**config.mk**
```make
export PLATFORM = sky130hd
export DESIGN_NAME = imm_enc
export DESIGN_NICKNAME = d
export VERILOG_FILES = /design/src/rtl/imm_enc.sv
export SDC_FILE = /design/constraint.sdc
export NUM_CORES = 1
export LEC_CHECK = 0
export ABC_AREA = 1
export ABC_CLOCK_PERIOD_IN_PS = 3250
export CORE_ASPECT_RATIO = 1.4
export CORE_MARGIN = 1.5
export CORE_UTILIZATION = 53
export DETAILED_ROUTE_END_ITERATION = 12
export GPL_ROUTABILITY_DRIVEN = 0
export PLACE_DENSITY_LB_ADDON = 0.25
export SLEW_MARGIN = 20
export SYNTH_ARGS = -nofsm -noshare
export SYNTH_HDL_FRONTEND = slang
export SYNTH_SLANG_ARGS = --single-unit
export TNS_END_PERCENT = 30
```
**constraint.sdc**
```tcl
create_clock -name clk -period 3.25 [get_ports clk]
set_input_delay 0.65 -clock clk [delete_from_list [all_inputs] [get_ports clk]]
set_output_delay 0.65 -clock clk [all_outputs]
set_load 0.01 [all_outputs]
```
**src/rtl/imm_enc.sv**
```systemverilog
// RISC-V instruction encoder: packs format/fields/immediate into a 32-bit word.
// Two-stage valid/ready pipeline; stage 1 checks encodability, stage 2 packs.
module imm_enc #(
    parameter int unsigned CNT_W = 16
) (
    input  logic             clk,
    input  logic             rst_n,
    input  logic             in_valid,
    output logic             in_ready,
    input  logic [2:0]       i_type,
    input  logic [6:0]       opcode,
    input  logic [4:0]       rd,
    input  logic [4:0]       rs1,
    input  logic [4:0]       rs2,
    input  logic [2:0]       funct3,
    input  logic [6:0]       funct7,
    input  logic [31:0]      immediate,
    output logic             out_valid,
    input  logic             out_ready,
    output logic [31:0]      instruction,
    output logic             err,
    output logic [CNT_W-1:0] enc_count,
    output logic [CNT_W-1:0] err_count
);

    localparam logic [2:0] TypeI = 3'd0;
    localparam logic [2:0] TypeS = 3'd1;
    localparam logic [2:0] TypeB = 3'd2;
    localparam logic [2:0] TypeU = 3'd3;
    localparam logic [2:0] TypeJ = 3'd4;
    localparam logic [2:0] TypeR = 3'd5;

    logic             s1_valid_q;
    logic [2:0]       s1_type_q;
    logic [6:0]       s1_opcode_q;
    logic [4:0]       s1_rd_q;
    logic [4:0]       s1_rs1_q;
    logic [4:0]       s1_rs2_q;
    logic [2:0]       s1_funct3_q;
    logic [6:0]       s1_funct7_q;
    logic [31:0]      s1_imm_q;
    logic             s1_err_q;

    logic             s2_valid_q;
    logic [31:0]      s2_instr_q;
    logic             s2_err_q;

    logic [CNT_W-1:0] enc_count_q;
    logic [CNT_W-1:0] err_count_q;

    logic             accept;
    logic             handoff;
    logic             s2_load;
    logic             imm_err;
    logic [31:0]      pack;

    logic             sext12_ok;
    logic             sext13_ok;
    logic             sext21_ok;

    assign handoff  = s2_valid_q & out_ready;
    assign s2_load  = !s2_valid_q | out_ready;
    assign in_ready = !s1_valid_q | s2_load;
    assign accept   = in_valid & in_ready;

    // Upper bits must be a pure sign extension of the encodable field.
    assign sext12_ok = (&immediate[31:11]) | ~(|immediate[31:11]);
    assign sext13_ok = (&immediate[31:12]) | ~(|immediate[31:12]);
    assign sext21_ok = (&immediate[31:20]) | ~(|immediate[31:20]);

    always_comb begin
        imm_err = 1'b0;
        case (i_type)
            TypeI, TypeS: imm_err = !sext12_ok;
            TypeB:        imm_err = !sext13_ok | immediate[0];
            TypeU:        imm_err = |immediate[11:0];
            TypeJ:        imm_err = !sext21_ok | immediate[0];
            TypeR:        imm_err = 1'b0;
            default:      imm_err = 1'b1;
        endcase
    end

    always_comb begin
        pack = '0;
        case (s1_type_q)
            TypeI: pack = {s1_imm_q[11:0], s1_rs1_q, s1_funct3_q, s1_rd_q, s1_opcode_q};
            TypeS: pack = {s1_imm_q[11:5], s1_rs2_q, s1_rs1_q, s1_funct3_q, s1_imm_q[4:0],
                           s1_opcode_q};
            TypeB: pack = {s1_imm_q[12], s1_imm_q[10:5], s1_rs2_q, s1_rs1_q, s1_funct3_q,
                           s1_imm_q[4:1], s1_imm_q[11], s1_opcode_q};
            TypeU: pack = {s1_imm_q[31:12], s1_rd_q, s1_opcode_q};
            TypeJ: pack = {s1_imm_q[20], s1_imm_q[10:1], s1_imm_q[11], s1_imm_q[19:12], s1_rd_q,
                           s1_opcode_q};
            TypeR: pack = {s1_funct7_q, s1_rs2_q, s1_rs1_q, s1_funct3_q, s1_rd_q, s1_opcode_q};
            default: pack = '0;
        endcase
        if (s1_err_q) begin
            pack = '0;
        end
    end

    always_ff @(posedge clk or negedge rst_n) begin
        if (!rst_n) begin
            s1_valid_q  <= 1'b0;
            s1_type_q   <= '0;
            s1_opcode_q <= '0;
            s1_rd_q     <= '0;
            s1_rs1_q    <= '0;
            s1_rs2_q    <= '0;
            s1_funct3_q <= '0;
            s1_funct7_q <= '0;
            s1_imm_q    <= '0;
            s1_err_q    <= 1'b0;
        end else begin
            if (in_ready) begin
                s1_valid_q <= in_valid;
            end
            if (accept) begin
                s1_type_q   <= i_type;
                s1_opcode_q <= opcode;
                s1_rd_q     <= rd;
                s1_rs1_q    <= rs1;
                s1_rs2_q    <= rs2;
                s1_funct3_q <= funct3;
                s1_funct7_q <= funct7;
                s1_imm_q    <= immediate;
                s1_err_q    <= imm_err;
            end
        end
    end

    always_ff @(posedge clk or negedge rst_n) begin
        if (!rst_n) begin
            s2_valid_q <= 1'b0;
            s2_instr_q <= '0;
            s2_err_q   <= 1'b0;
        end else if (s2_load) begin
            s2_valid_q <= s1_valid_q;
            if (s1_valid_q) begin
                s2_instr_q <= pack;
                s2_err_q   <= s1_err_q;
            end
        end
    end

    always_ff @(posedge clk or negedge rst_n) begin
        if (!rst_n) begin
            enc_count_q <= '0;
            err_count_q <= '0;
        end else if (handoff) begin
            enc_count_q <= enc_count_q + 1'b1;
            if (s2_err_q && (err_count_q != '1)) begin
                err_count_q <= err_count_q + 1'b1;
            end
        end
    end

    assign out_valid   = s2_valid_q;
    assign instruction = s2_instr_q;
    assign err         = s2_err_q;
    assign enc_count   = enc_count_q;
    assign err_count   = err_count_q;

endmodule

```
==> results of run 1 <==
layer usage:
layer	part of all wire [%]	wire length [um]	GRT usage, %
met4	3.0	493	12.77
met5	0	0	0
met1	39	6390	32.90
met3	5.5	914	5.093
met2	53	8765	48.37
path summary, 6_finish.rpt:
kind / startpoint / to / slack [ns] / cells after the start
worst max-delay path: out_ready / in_ready / 0.71 / 4
worst min-delay path: rst_n / err_count[2]$_DFFE_PN0P_ / 0.18 / 1
worst max register to register: s1_type_q[1]$_DFFE_PN0P_ / instruction[15]$_DFFE_PN0P_ / 1.16 / 7
worst min register to register: s1_imm_q[6]$_DFFE_PN0P_ / s1_imm_q[6]$_DFFE_PN0P_ / 0.48 / 2
max in group asynchronous: rst_n / enc_count[1]$_DFFE_PN0P_ / 2.27 / 2
min in group clk: s1_imm_q[6]$_DFFE_PN0P_ / s1_imm_q[6]$_DFFE_PN0P_ / 0.48 / 2
registers in the layout, summed over array words and instances, names as in the netlist:
signal and cells:
s1_imm_q 32, s1_funct3_q 3, instruction 32, s1_err_q 1
s1_rs2_q 5, err 1, enc_count 16, s1_funct7_q 7
s1_type_q 3, s1_rd_q 5, s1_opcode_q 7, err_count 16
s1_valid_q 1, s1_rs1_q 5, out_valid 1
synth_stat cells (3+ instances only):
| cell | instances | share of area [%] |
|---|---|---|
| a21oi_1 | 10 | 0.80 |
| a22o_1 | 21 | 2.9 |
| buf_2 | 12 | 0.96 |
| clkbuf_1 | 9 | 0.54 |
| dfrtp_1 | 135 | 54 |
| inv_1 | 53 | 3.2 |
| nand2_1 | 332 | 20 |
| nand2_2 | 6 | 0.60 |
| nand3_1 | 26 | 2.1 |
| nand3b_1 | 3 | 0.36 |
| nand4_1 | 7 | 0.70 |
| nor2_1 | 41 | 2.5 |
| nor2_2 | 7 | 0.70 |
| nor3_1 | 5 | 0.40 |
| nor3_2 | 3 | 0.48 |
| o21ai_0 | 50 | 4.0 |
| o21ai_1 | 7 | 0.56 |
| xnor2_1 | 9 | 1.3 |
| xor2_1 | 12 | 1.7 |
cell families after synthesis:
group / count (synthesis)
and+or+nand+nor: 436
DFF: 135
xor gates and xnor gates: 21
adders and majority gates: 2
buffers and inverters: 79
AOI/OAI and AO/OA: 90
metrics by stage:
step	setup WS (ns)	total power, mW	cells	utilization (%)	instance area (um^2)
2_1_floorplan	1.587	2.692	763	-	6251
3_3_place_gp	0.7404	3.212	1028	68.11	7761
3_5_place_dp	0.7109	3.266	1028	68.11	7761
4_1_cts	0.7061	5.262	1060	73.48	8374
5_1_grt	0.6849	5.503	1060	73.48	8374
6_report	0.7121	5.249	1060	73.48	8374
layout make-up:
| type | instances | area [um^2] | area share [%] |
|---|---|---|---|
| sequential | 135 | 3378 | 40.34 |
| multi-input combinational | 549 | 2552 | 30.48 |
| timing repair buffer | 144 | 1438 | 17.17 |
| clock buffer | 19 | 442.9 | 5.289 |
| inverter | 56 | 212.7 | 2.540 |
| tap | 144 | 180.2 | 2.152 |
| clock inverter | 13 | 170.2 | 2.032 |
where the power goes:
part / switching [mW] / internal [mW]
logic: 0.606 / 0.510
registers: 0.212 / 1.94
clock network: 0.750 / 1.24
total: 1.57 / 3.68
==> results by group, run 1 <==
Timing
  – Fin Setup TNS: 0 ns
  – Slew headroom: 44.24%
  – Highest Clock Rate: 394.0 MHz
  – RSZ-0062 raised after global routing: false
  – Clk_skew: ~0.0088 ns
  – Final Max Tran Viols: 0
  – Final setup vio count: 0
  – Worst-Margin Slew: 0.8319 ns
  – Final period util: roughly 78%
  – Final critical path time including I/O delays and setup: around 2.5 ns
  – WHS: 0.1814 ns
  – Fin. Hold Viols: 0

Final layout
  – Synth-to-Final Area Change: 33.97%
  – N_diodes: 0
  – Commonest non-fill, non-tap cell in the layout: nand2_1
  – Fillers: ~860
  – # nets final: about 1,000
  – Most frequent cells in the layout: nand2_1, clkdlybuf4s50_1, dfrtp_1, inv_1, o21ai_0
  – Share of post-route cells with drive strength above 1: 6.987%

Yosys
  – Syn nets: approximately 840
  – Main combinational cell family by area after synthesis: simple AND/OR/NAND/NOR gates
  – Synth Flop Type: dfrtp_1
  – Post-synthesis compound-gate area fraction: 8.547%
  – Yosys warning total: 0
  – Synthesized instance count: 763
  – Distinct cells, synth: 30
  – Register area share after synthesis: 54.04%
  – Post-synthesis simple-gate area fraction: between 20% and 30%
  – Syn Area/Cell: between 8 and 9 um^2
  – Synth Area in XOR/XNOR: 2.942%
  – Post-Syn Area: 0.006251 mm^2
  – Post-synth EDFFs: 0
  – Fraction of registers with async set/reset: 100.0%
  – Post-synthesis mux area share: 0%
  – Flop and latch count out of synthesis: 135
  – Area share of fa/ha/maj cells after synthesis: 0.4003%

Setup path
  – CP dominant cell by count: clkdlybuf4s50_1
  – Worst Path Max Fanout: 3
  – CP max stage cell: clkdlybuf4s50_1
  – Critical path arrival: roughly 1.9 ns
  – CP peak stage delay: about 0.55 ns
  – Cells along the critical path: clkdlybuf4s50_1, inv_1, nand3_1, clkdlybuf4s50_1
  – WS Path Type: in -> out
  – Crit-path leading delay family: buffers and inverters
  – Crit path launch type: primary input
  – Crit path required time: 2.60 ns
  – CP endpoint kind: primary output
  – WP buf/inv: 3

Clock tree
  – Hold Buf Count CTS: 0
  – Setup Fix Bufs, Post-CTS: 0
  – Clock Latency Late Sink: 0.41 ns
  – TritonCTS clock tree: yes
  – Sink Count: 135
  – Clk pin slew, worst setup/hold paths: 0.06 ns
  – Clk root buf: clkbuf_16
  – H-tree lvl count: 4
  – Num CTS Buffers: 17
  – Gates resized, CTS repair: 0
  – Clock Path Buffers: 2

Die
  – DIE WIDTH: 94.79 um
  – I/O pin cnt: 138
  – Starting Density: 54.85%
  – Cell Rows: 46
  – Die Y: 131.5 um
  – Die ar.: 0.01246 mm^2
  – Core box area: 0.01140 mm^2

Global routing
  – Global route total overflow: 0
  – First-pass GRT wire length: approximately 27 mm
  – Vias in the first global route: between 5,000 and 6,000
  – Initial antenna violation count: 0
  – Largest net degree at the start of global routing: roughly 60
  – Global Route Usage Sum: 27.97%

Placed design
  – # port buffers: 137
  – Detailed-placement wirelength estimate: 11.67 mm

Outcome
  – Run status: complete, no violations

Detailed routing
  – Post-DR vias/cell: 5.352
  – Avg WL per Cell: 15.63 um
  – Remaining DRCs: 0
  – Vias: 5,673
  – Pre-Repair DR Iteration Count: 5
  – Initial drt markers: 407
  – Post-DRT Antenna Nets: 0
  – Final wirelength: approximately 17 mm

Power
  – Lkg Pwr: just over 4 nW
  – Power Density: 626.8 mW/mm^2
  – VDD IR max: 370.2 uV

Job
  – Max Cap Viol: 0

Worst hold path
  – Hold WC Path Type: in -> async
Power figures use the tool's default switching activity.
==> inputs of run 2 (changes only) <==
- ABC_CLOCK_PERIOD_IN_PS: 3250 -> 2140
- CORE_UTILIZATION: 53 -> 46
- clock period: 3.25 -> 2.14 ns (I/O delays scaled with it)
==> run 2 against run 1 <==
Net effect: via count fell by 2.2%; die area increased by 15%; largest power group unchanged; combinational power is 54% higher; flip-flop and latch count did not move; count of clock-buffer cells in the layout increased by 2; critical endpoint unchanged.
==> results by group, run 2 (synthesis results as in run 1) <==
Setup path
  – Worst Path Max Fanout: 2 (was 3)
  – CP endpoint kind: primary output (unchanged)
  – Crit path required time: 1.71 ns (was 2.60 ns)
  – CP dominant cell by count: clkdlybuf4s50_1 (unchanged)
  – Critical path arrival: 1.61 ns (was 1.89 ns)
  – CP peak stage delay: 0.54 ns (was 0.55 ns)
  – Crit path launch type: primary input (unchanged)
  – WS Path Type: in -> out (unchanged)
  – Cells along the critical path: clkdlybuf4s50_1, inv_1, nand3_1, clkdlybuf4s50_1 (unchanged)
  – CP max stage cell: clkdlybuf4s50_1 (unchanged)

Die
  – DIE WIDTH: 101.5 um (was 94.79 um)
  – Die Y: 140.9 um (was 131.5 um)
  – I/O pin cnt: 138 (unchanged)
  – Cell Rows: 50 (was 46)
  – Die ar.: 0.01431 mm^2 (was 0.01246 mm^2)
  – Core box area: 0.01333 mm^2 (was 0.01140 mm^2)
  – Starting Density: 46.91% (was 54.85%)

Clock tree
  – Gates resized, CTS repair: 0 (unchanged)
  – Clock Latency Late Sink: 0.41 ns (about the same)
  – Setup Fix Bufs, Post-CTS: 0 (unchanged)
  – Num CTS Buffers: 17 (unchanged)
  – Clk root buf: clkbuf_16 (unchanged)
  – Sink Count: 135 (unchanged)
  – Clk pin slew, worst setup/hold paths: 0.06 ns (about the same)
  – H-tree lvl count: 4 (unchanged)
  – Clock Path Buffers: 2 (unchanged)
  – TritonCTS clock tree: yes (unchanged)

Detailed routing
  – Post-DR vias/cell: 4.985 (was 5.352)
  – Avg WL per Cell: 14.18 um (was 15.63 um)
  – Vias: 5,548 (was 5,673)
  – Pre-Repair DR Iteration Count: 6 (was 5)
  – Initial drt markers: 281 (was 407)
  – Post-DRT Antenna Nets: 0 (unchanged)
  – Final wirelength: 15.79 mm (was 16.56 mm)
  – Remaining DRCs: 0 (unchanged)

Global routing
  – Initial antenna violation count: 0 (unchanged)
  – Global Route Usage Sum: 23.37% (was 27.97%)
  – First-pass GRT wire length: 25.92 mm (was 27.05 mm)
  – Vias in the first global route: 5,465 (was 5,626)
  – Global route total overflow: 0 (unchanged)
  – Largest net degree at the start of global routing: 52 (was 59)

Power
  – Lkg Pwr: 4.124 nW (was 4.061 nW)
  – VDD IR max: 542.1 uV (was 370.2 uV)
  – Power Density: 895.4 mW/mm^2 (was 626.8 mW/mm^2)

Final layout
  – Commonest non-fill, non-tap cell in the layout: nand2_1 (unchanged)
  – Synth-to-Final Area Change: 36.49% (was 33.97%)
  – Cell area after layout: 0.008532 mm^2 (was 0.008374 mm^2)
  – N_diodes: 0 (unchanged)
  – Share of post-route cells with drive strength above 1: 8.485% (was 6.987%)
  – Most frequent cells in the layout: nand2_1, clkdlybuf4s50_1, dfrtp_1, inv_1, o21ai_0 (unchanged)
  – # nets final: 991 (was 976)

Timing
  – Slew headroom: 65.60% (was 44.24%)
  – Final critical path time including I/O delays and setup: around 2.0 ns
  – RSZ-0062 raised after global routing: false (unchanged)
  – Clk_skew: 0.01138 ns (was 0.008814 ns)
  – Highest Clock Rate: roughly 500 MHz
  – Fin. Hold Viols: 0 (unchanged)
  – Final Max Tran Viols: 0 (unchanged)
  – Fin Setup TNS: 0 ns (unchanged)
  – Worst-Margin Slew: 0.5160 ns (was 0.8319 ns)
  – Final setup vio count: 0 (unchanged)
  – Final period util: 95.22%

Placed design
  – Placed cell areas: 0.007976 mm^2 (was 0.007761 mm^2)
  – Detailed-placement wirelength estimate: 11.40 mm (was 11.67 mm)
  – # port buffers: 137 (unchanged)

Outcome
  – Run status: complete, no violations (unchanged)

Worst hold path
  – Hold WC Path Type: reg -> reg (was in -> async)

Job
  – Max Cap Viol: 0 (unchanged)
## run 2: cell type report
| type | count | area, um^2 |
|---|---|---|
| fill | 1164 | 4793 |
| sequential | 135 | 3378 |
| multi-input combinational | 549 | 2552 |
| timing repair buffer | 159 | 1615 |
| clock buffer | 21 | 470.5 |
| tap | 182 | 227.7 |
| inverter | 56 | 212.7 |
| clock inverter | 11 | 75.07 |
## run 2: worst paths after layout
kind | startpoint | to | slack, ns | cells after the start
max in group asynchronous | rst_n | s1_opcode_q[0]$_DFFE_PN0P_ | 0.99 | 3
setup reg to reg | err_count[0]$_DFFE_PN0P_ | err_count[4]$_DFFE_PN0P_ | 0.37 | 10
setup / recovery | out_ready | in_ready | 0.10 | 4
hold reg to reg | s1_funct3_q[1]$_DFFE_PN0P_ | s1_funct3_q[1]$_DFFE_PN0P_ | 0.48 | 2
min in group asynchronous | rst_n | err_count[15]$_DFFE_PN0P_ | 0.52 | 2
hold / removal | s1_funct3_q[1]$_DFFE_PN0P_ | s1_funct3_q[1]$_DFFE_PN0P_ | 0.48 | 2
## run 2: routing by layer
layer  vias to the layer above  track usage (%)  wire length, um
li1                       2726                -                -
met1                      2632            28.31             6548
met2                       163            40.04             8137
met3                        27            5.007              694
met4                         0            9.284              405
met5                         -                0                0
## run 2: timing repair
action                                  4_1_cts  5_1_grt
endpoints found under the setup margin        0        0
hold buffers                                  1        0
endpoints found under the hold margin        47        0
## run 2: critical path: cells and delay by family
kind,cells,cell delay [ns]
simple gates,1,0.09
buf+inv,3,1.09
## run 2: report_power, final
part	leakage, nW	switching [mW]	internal [mW]
Combinational	2.14	0.894	0.824
Sequential	1.73	0.307	2.94
Clock	0.257	1.11	1.57
Total	4.12	2.31	5.33
## run 2: per-stage QoR
step | cells | util (%) | worst slack, ns | hold slack (ns) | power (mW)
CTS | 1113 | 64.03 | 0.09351 | 0.4795 | 7.694
global placement | 1080 | 59.86 | 0.1010 | 0.4137 | 4.964
floorplan | 763 | - | 0.5354 | 0.1324 | 4.089
detailed placement | 1080 | 59.86 | 0.1024 | 0.4170 | 5.001
finish | 1113 | 64.03 | 0.1023 | 0.4758 | 7.640
global route | 1113 | 64.03 | 0.03726 | 0.4920 | 8.046
